### src/rtl/mcycle_stall_if.sv
// mcycle_stall_if: decoder/datapath handshake bundle for the MCycle stall scheduler
interface mcycle_stall_if;
   logic       Start;
   logic       MCycleOp;
   logic       DivisorZero;
   logic       Busy;
   logic       UnitInit;
   logic       UnitStep;
   logic       Done;
   logic       OpLatched;
   logic       DivZero;
   logic [7:0] StepCount;
   modport master (
      output Start, MCycleOp, DivisorZero,
      input  Busy, UnitInit, UnitStep, Done, OpLatched, DivZero, StepCount
   );
   modport slave (
      input  Start, MCycleOp, DivisorZero,
      output Busy, UnitInit, UnitStep, Done, OpLatched, DivZero, StepCount
   );
endinterface

### src/rtl/mcycle_stall_scheduler.sv
// mcycle_stall_scheduler: sequences MCycle init/step, holds the PC with Busy, retires with a one-cycle Done.
// Optional MCYCLE_DIVZERO_SKIP_EN: a divide by zero skips all step cycles and flags DivZero.
module mcycle_stall_scheduler #(
   parameter int WIDTH      = 32,
   parameter int MUL_CYCLES = WIDTH,
   parameter int DIV_CYCLES = 32
) (
   input logic           CLK,
   input logic           Reset,
   mcycle_stall_if.slave bus
);
   typedef enum logic [1:0] {IDLE, RUN, DONE} state_t;
   localparam logic [7:0] MUL_T = 8'(MUL_CYCLES);
   localparam logic [7:0] DIV_T = 8'(DIV_CYCLES);
   state_t     state_q, state_d;
   logic [7:0] step_q, step_d, target_q, target_d;
   logic       op_q, op_d, dz_q, dz_d;
   logic       go, skip;
   // Gated by Reset so the stall stays low while reset is asserted with Start held
   assign go = bus.Start & Reset & (state_q == IDLE);
`ifdef MCYCLE_DIVZERO_SKIP_EN
   assign skip = bus.MCycleOp & bus.DivisorZero;
`else
   logic unused_dz;
   assign skip      = 1'b0;
   assign unused_dz = bus.DivisorZero;
`endif
   always_comb begin
      state_d  = state_q;
      step_d   = step_q;
      target_d = target_q;
      op_d     = op_q;
      dz_d     = dz_q;
      case (state_q)
         IDLE: if (go) begin
            state_d  = skip ? DONE : RUN;
            step_d   = 8'd0;
            target_d = bus.MCycleOp ? DIV_T : MUL_T;
            op_d     = bus.MCycleOp;
            dz_d     = skip;
         end
         RUN: begin
            step_d  = step_q + 8'd1;
            state_d = (step_q == target_q - 8'd1) ? DONE : RUN;
         end
         default: state_d = IDLE;
      endcase
   end
   always_ff @(posedge CLK or negedge Reset) begin
      if (!Reset) begin
         state_q  <= IDLE;
         step_q   <= 8'd0;
         target_q <= 8'd0;
         op_q     <= 1'b0;
         dz_q     <= 1'b0;
      end else begin
         state_q  <= state_d;
         step_q   <= step_d;
         target_q <= target_d;
         op_q     <= op_d;
         dz_q     <= dz_d;
      end
   end
   assign bus.Busy      = go | (state_q == RUN);
   assign bus.UnitInit  = go;
   assign bus.UnitStep  = state_q == RUN;
   assign bus.Done      = state_q == DONE;
   assign bus.OpLatched = op_q;
   assign bus.DivZero   = dz_q;
   assign bus.StepCount = step_q;
endmodule

### src/flat_wrapper.sv
// flat-port wrapper written by rule: the top's interface ports become plain ports
module mcycle_stall_scheduler_flat 
#(
   parameter int WIDTH      = 32,
   parameter int MUL_CYCLES = WIDTH,
   parameter int DIV_CYCLES = 32
)
  (CLK, Reset, bus_Start, bus_MCycleOp, bus_DivisorZero, bus_Busy, bus_UnitInit, bus_UnitStep, bus_Done, bus_OpLatched, bus_DivZero, bus_StepCount);
  mcycle_stall_if bus_i ();
  input logic CLK;
  input logic Reset;
  input wire logic [$bits(bus_i.Start)-1:0] bus_Start;
  input wire logic [$bits(bus_i.MCycleOp)-1:0] bus_MCycleOp;
  input wire logic [$bits(bus_i.DivisorZero)-1:0] bus_DivisorZero;
  output wire logic [$bits(bus_i.Busy)-1:0] bus_Busy;
  output wire logic [$bits(bus_i.UnitInit)-1:0] bus_UnitInit;
  output wire logic [$bits(bus_i.UnitStep)-1:0] bus_UnitStep;
  output wire logic [$bits(bus_i.Done)-1:0] bus_Done;
  output wire logic [$bits(bus_i.OpLatched)-1:0] bus_OpLatched;
  output wire logic [$bits(bus_i.DivZero)-1:0] bus_DivZero;
  output wire logic [$bits(bus_i.StepCount)-1:0] bus_StepCount;
  assign bus_i.Start = bus_Start;
  assign bus_i.MCycleOp = bus_MCycleOp;
  assign bus_i.DivisorZero = bus_DivisorZero;
  assign bus_Busy = bus_i.Busy;
  assign bus_UnitInit = bus_i.UnitInit;
  assign bus_UnitStep = bus_i.UnitStep;
  assign bus_Done = bus_i.Done;
  assign bus_OpLatched = bus_i.OpLatched;
  assign bus_DivZero = bus_i.DivZero;
  assign bus_StepCount = bus_i.StepCount;
  mcycle_stall_scheduler #(.WIDTH(WIDTH), .MUL_CYCLES(MUL_CYCLES), .DIV_CYCLES(DIV_CYCLES)) u_core (.CLK(CLK), .Reset(Reset), .bus(bus_i));
endmodule
### config.mk
export PLATFORM = sky130hd
export DESIGN_NAME = mcycle_stall_scheduler_flat
export DESIGN_NICKNAME = d
export VERILOG_FILES = /design/src/rtl/mcycle_stall_if.sv /design/src/rtl/mcycle_stall_scheduler.sv /design/src/flat_wrapper.sv
export SDC_FILE = /design/constraint.sdc
export NUM_CORES = 1
export LEC_CHECK = 0
export CORE_UTILIZATION = 39
export CTS_CLUSTER_SIZE = 25
export DETAILED_ROUTE_END_ITERATION = 16
export PLACE_DENSITY = 0.73
export REMOVE_ABC_BUFFERS = 1
export SLEW_MARGIN = 20
export SYNTH_ARGS = -nofsm -noshare
export SYNTH_HDL_FRONTEND = slang
export SYNTH_SLANG_ARGS = --single-unit
export TNS_END_PERCENT = 20
### constraint.sdc
create_clock -name CLK -period 1.15 [get_ports CLK]
set_input_delay 0.23 -clock CLK [delete_from_list [all_inputs] [get_ports CLK]]
set_output_delay 0.23 -clock CLK [all_outputs]
set_load 0.05 [all_outputs]
==> impl_metrics.tcl <==
set metrics [dict create \
    path_cells "buf_6, a21oi_4, nor2_4, buf_12" \
    core_um2 1350 \
    status "finished with violations" \
    clkTransAtPathRegs_ns 0.07 \
    drc 0 \
    grt_pass1_wl_mm 2.587 \
    power_frac_comb 0.691 \
    drt_iter0_drc 7 \
    clkLatencyLatePin_ns 0.27 \
    wl_per_cell_um 15.54 \
    numCtsBuffers 3 \
    yosys_warnings 0 \
    area_delta_synth_final_pct 98.31 \
    num_antenna_cells 0 \
    vias 598 \
    yosysUniqueCellTypes 27 \
    fin_cells 114 \
    fin_crit_ns 1.423 \
    clockBufferDepth 2 \
    cts_tree "built" \
    ys_ff_latch 12 \
    arrival_ns 1.19 \
    postRouteAntennaNets 0 \
    grt_setup_unrepaired "true" \
    wl_mm 1.772 \
    antenna_found_initial 0 \
    dp_hpwl_mm 1.158 \
    tns_ns -2.265 \
    p_leak_nw 0.5344 \
    hold_class "primary input to asynchronous set/reset pin" \
    fmax_mhz 702.8 \
    multi_input_area_um2 307.8 \
    seqPwrFrac 0.209 \
    cp.required_ns 0.92 \
    gr-total-overflow 0 \
    drive_above_1_share 0.5152 \
    rows 13 \
    synth_area_um2 593.1 \
    reg2regPathDepth 3 \
    syn_inst 57 \
    maxCapViolCount 0 \
    slowest_delay_ns 0.40 \
    worstSetupStartpointType "register" \
    p_clk_frac 0.099 \
    dp.cells 107 \
    clock_sinks 12 \
    initial_utilization 0.4393 \
    synth-seq-area-share 0.5063 \
    avgViaCountPerCell 5.246 \
    pin_count 19 \
    hold_viol_final 0 \
    ctsHoldBuffers 0 \
    cp_max_fo 4 \
    port_buffers 16 \
    grt_usage 0.2477 \
    seqCellArea_um2 300.3 \
    die_y_um 41.00 \
    die_w_um 41.00 \
    power_switching_mw 1.432 \
    finalMaxSlewViolations 0 \
    setup_violations 23 \
    worst_clock_skew_ns 0.002504 \
    htreeDepth 1 \
    fill_cells 68 \
    setup_ws_ns -0.2728 \
    cp-end-kind "output pin" \
    worstSetupPathType "register to output pin" \
    peakVddDrop_mv 2.071 \
    die_area_um2 1681 \
    p_sw_frac 0.4274 \
    timing.final.crit_share 1.237 \
    violations "negative setup slack" \
    r2r_setup_slack_ns -0.14 \
    root_buffer "clkbuf_4" \
    p_int_mw 1.919 \
    grt_max_degree 8 \
    fin_nets 106 \
    crit_path_top_delay_cell "dfrtp_1" \
    avgSynthCellArea_um2 10.40 \
    power_density_nw_per_um2 2849 \
    place_congestion 0.7470 \
    dr.pass1.iters 4 \
    first_global_vias 597 \
]
## critical path, delay by kind of cell, from the launching register on
kind,cells,cell delay (ns)
compound gates,1,0.17
buf+inv,2,0.28
flops,1,0.40
simple gates,1,0.06
## final cells by class
class                   instances  share of cell area
well taps                      15             0.01596
multi-input cells              39              0.2617
clock buffers                   4             0.03085
repair buffers                 40              0.4234
flip-flops and latches         12              0.2553
inverters                       4             0.01277
## per-layer routing
| metal | up-vias | share of wire | global-route usage |
|---|---|---|---|
| li1 | 297 | - | - |
| met4 | 0 | 0.011 | 0.1250 |
| met5 | - | 0 | 0 |
| met1 | 285 | 0.43 | 0.2774 |
| met2 | 14 | 0.53 | 0.4375 |
| met3 | 2 | 0.027 | 0.04891 |
## synthesized netlist by cell type
cell type,instances,area (µm²)
or4_1,1,7.510
or4b_4,1,13.76
clkbuf_1,1,3.750
o21ai_1,1,5.000
o311ai_0,1,8.760
o21ai_0,2,10.01
nand2b_1,3,18.77
o41ai_1,1,8.760
o211ai_1,3,22.52
nand3_1,2,10.01
nor2_1,2,7.510
mux2i_1,1,10.01
a31oi_1,1,6.260
ha_1,1,12.51
nand4bb_1,1,11.26
inv_1,4,15.01
o31ai_1,2,15.01
nand2_1,4,15.01
a211oi_2,1,12.51
nor2b_1,1,6.260
mux2_2,1,11.26
nand4b_1,2,17.52
nand4_1,2,12.51
dfrtp_1,12,300.3
a21oi_1,4,20.02
conb_1,1,3.750
buf_4,1,7.510
## per-stage QoR
step / worst slack, ns / hold slack [ns] / util / total power [mW] / instance area (µm²)
floorplan: -0.5333 / -0.06559 / - / 1.637 / 581.8
global placement: -0.4391 / 0.4632 / 0.7766 / 2.755 / 1049
detailed placement: -0.4955 / 0.4794 / 0.7766 / 2.794 / 1049
CTS: -0.2612 / 0.1508 / 0.8665 / 3.335 / 1170
global route: -0.3094 / 0.1917 / 0.8712 / 3.515 / 1176
finish: -0.2728 / 0.1666 / 0.8712 / 3.351 / 1176
## timing repair
action                                  in CTS  in global routing
setup buffers                                3                  0
pin swaps                                    1                  2
endpoints found under the setup margin      24                 23
resized for setup                           18                  3
## path summary, 6_finish.rpt
kind                                                 to                    start
worst max-delay path                           bus_Busy        u_core.state_q[0]
worst min-delay path                 u_core.target_q[5]                    Reset
min in group CLK                     u_core.target_q[5]       u_core.target_q[5]
worst min register to register       u_core.target_q[5]       u_core.target_q[5]
max in group asynchronous       u_core.bus.StepCount[1]                    Reset
worst max register to register        u_core.state_q[0]  u_core.bus.StepCount[6]
## layout by cell type, fill, tap and decap left out, drive strengths merged, types with 2 or more instances in the layout
cell / n
buf: 37
dfrtp: 12
nand2: 4
clkbuf: 4
inv: 4
a21oi: 4
nand2b: 3
o211ai: 3
o21ai: 3
nand4b: 2
nand4: 2
o31ai: 2
nand3: 2
dlygate4sd2: 2
nor2: 2
## state kept, by name (all words and copies together) (netlist names)
name	cells
u_core.state_q	2
u_core.target_q	1
u_core.bus.StepCount	8
u_core.bus.OpLatched	1
## power groups by stage
stage               clock network (mW)  registers [mW]  logic [mW]
detailed placement                   0           0.677        2.12
finish                           0.333           0.701        2.32
floorplan                            0            1.13       0.504
global placement                     0           0.668        2.09
CTS                              0.341           0.691        2.30
global route                     0.357           0.716        2.44
## kinds of logic after synthesis
| group | synth area share |
|---|---|
| AO/OA/AOI/OAI | 0.1835 |
| multiplexers | 0.03586 |
| flip-flops | 0.5063 |
| buffers and inverters | 0.04430 |
| adder cells (fa/ha/maj) | 0.02109 |
| AND/OR/NAND/NOR | 0.2025 |
| other | 0.006323 |
Note: power is estimated with default switching activity, not from simulation.
==> edit: new RTL, same settings <==
Add a define of `MCYCLE_DIVZERO_SKIP_EN`.
--- a/src/rtl/mcycle_stall_scheduler.sv
+++ b/src/rtl/mcycle_stall_scheduler.sv
@@ -1,5 +1,7 @@
 // mcycle_stall_scheduler: sequences MCycle init/step, holds the PC with Busy, retires with a one-cycle Done.
 // Optional MCYCLE_DIVZERO_SKIP_EN: a divide by zero skips all step cycles and flags DivZero.
+`define MCYCLE_DIVZERO_SKIP_EN
+
 module mcycle_stall_scheduler #(
    parameter int WIDTH      = 32,
    parameter int MUL_CYCLES = WIDTH,
Behaviour: not the same (Yosys sat finds a counterexample within 4 cycles, from zero or initial values and one cycle with Reset low).
==> edit against the original RTL <==
Sequential power increased by 8.7%. Register-to-register slack got worse by 0.08 ns. Largest cell class unchanged. Core utilization decreased by 2.9 points. Area after synthesis increased by 12%. Largest power group unchanged. Highest routed layer unchanged. Sequential cell count increased by 1. Combinational power increased by 5%. Worst setup slack got worse by 0.019 ns. Design area increased by 12%. Via count increased by 18%. Total power increased by 4.1%. Clock power decreased by 15%. The flow finishes with violations (DRC, setup timing). Wire length increased by 19%.
==> edit: results <==
[place]
place_congestion = 0.733
port_buffers = 18
hpwlAfterDp_mm = 1.49

[yosys]
synth_compound_area_frac = 0.131
yosysWarnings = 0
yosysSeqAreaShare = 0.488
ys_async_sr_fraction = 1.00
synth_xor_area_frac = 0.0131
synth_commonest_cells = "dfrtp_1 (13), nand2_1 (6), a21oi_1 (4), nor2_1 (4), o21ai_0 (4)"
synthAdderAreaFrac = 0.0188
synth_mux_area_frac = 0.0319
ys_types = 31
ys_top_cells_by_area = "dfrtp_1 (49%), and4bb_2 (3.8%), nand2_1 (3.4%), a21oi_1 (3.0%), o21ai_0 (3.0%)"
syn_avg_cell_area_sq_um = 10.4

[worst_setup_path]
rrSetupSlack_ns = -0.22
rr_worst_depth = 3
cp.arrival_ns = 1.21
path_max_fanout = 5
regToRegEndpoint = "u_core.bus.OpLatched$_DFFE_PN0P_"
r2r-start = "u_core.state_q[0]$_DFFE_PN0P_"

[detailed_routing]
met2_length_mm = 1.20
drt-initial-drc-count = 15
first_pass_iters = 10
met3_length_um = 90
num_vias = 703
routedWlPerCell_um = 16.6
drc = 2
wl_met1_um = 807

[outcome]
violations = "DRC, setup timing"
status = "finished, violations left"

[layout]
fillers = 82
antennaDiodeCount = 0
drive_above_1_share = 0.568
final_nets = 118

[global_route]
grt_pass1_wl_mm = 3.50
grt_max_degree = 14
grtUsageTotal = 0.261
grt_pass1_vias = 735

[timing]
clock_skew_ns = 0.00764
layout_setup_ws_ns = -0.292
setup_viol = 25
fin_tns_setup_ns = -2.61

[power]
peakVddDrop_mv = 2.68
p_int_mw = 1.96
power.leakage_nw = 0.568
==> edit: power by group through the flow <==
stage          sequential (mW)  combinational, mW  clock, mW
6_report                 0.762               2.44      0.282
5_1_grt                  0.772               2.55      0.300
4_1_cts                  0.766               2.29      0.285
3_5_place_dp             0.759               2.09          0
3_3_place_gp             0.746               2.04          0
2_1_floorplan             1.16              0.465          0
==> edit: final cells by class <==
class,count,area share
sequential,13,0.250
timing repair buffer,45,0.423
inverter,2,0.00763
clock buffer,4,0.0200
tap,16,0.0153
multi-input combinational,47,0.284
==> edit: layer usage <==
| metal | GRT usage | up-vias |
|---|---|---|
| met5 | 0 | - |
| met4 | 0.0750 | 0 |
| met3 | 0.0583 | 2 |
| met2 | 0.458 | 24 |
| met1 | 0.322 | 347 |
| li1 | - | 330 |
==> edit: metrics by stage <==
| stage | setup WS (ns) | hold slack [ns] | utilization | cell area, sq um |
|---|---|---|---|---|
| finish | -0.292 | 0.0916 | 0.842 | 1310 |
| global route | -0.323 | 0.132 | 0.842 | 1310 |
| CTS | -0.344 | 0.0966 | 0.814 | 1270 |
| detailed placement | -0.412 | 0.483 | 0.742 | 1160 |
| global placement | -0.376 | 0.476 | 0.742 | 1160 |
| floorplan | -0.488 | -0.0656 | - | 652 |
==> edit: how the worst max path moves through the flow <==
| stage | startpoint | cells after the start | to |
|---|---|---|---|
| 3_3_place_gp | Reset | 3 | u_core.bus.OpLatched$_DFFE_PN0P_ |
| 6_report | u_core.state_q[0]$_DFFE_PN0P_ | 2 | bus_UnitInit |
| 4_1_cts | u_core.state_q[0]$_DFFE_PN0P_ | 2 | bus_UnitInit |
| 2_1_floorplan | u_core.state_q[0]$_DFFE_PN0P_ | 3 | u_core.state_q[0]$_DFFE_PN0P_ |
| 3_5_place_dp | Reset | 3 | u_core.bus.OpLatched$_DFFE_PN0P_ |
| 5_1_grt | u_core.state_q[0]$_DFFE_PN0P_ | 2 | bus_UnitInit |
==> edit: critical path, cell delays in order, from the launching register on <==
cell and delay (ns):
dfrtp_2 0.46, and4bb_4 0.35, buf_12 0.14
==> edit: cell families after synthesis <==
group	Yosys count
AND/OR/NAND/NOR	29
multiplexers	2
flip-flops	13
adder cells (fa/ha/maj)	1
AO/OA/AOI/OAI	14
buffers and inverters	4
XOR/XNOR	1
==> edit: timing repair <==
item	4_1_cts	5_1_grt
endpoints found under the setup margin	24	25
buffers inserted	5	1
gates resized for setup	20	9
cloned	0	0
pin swaps	9	2
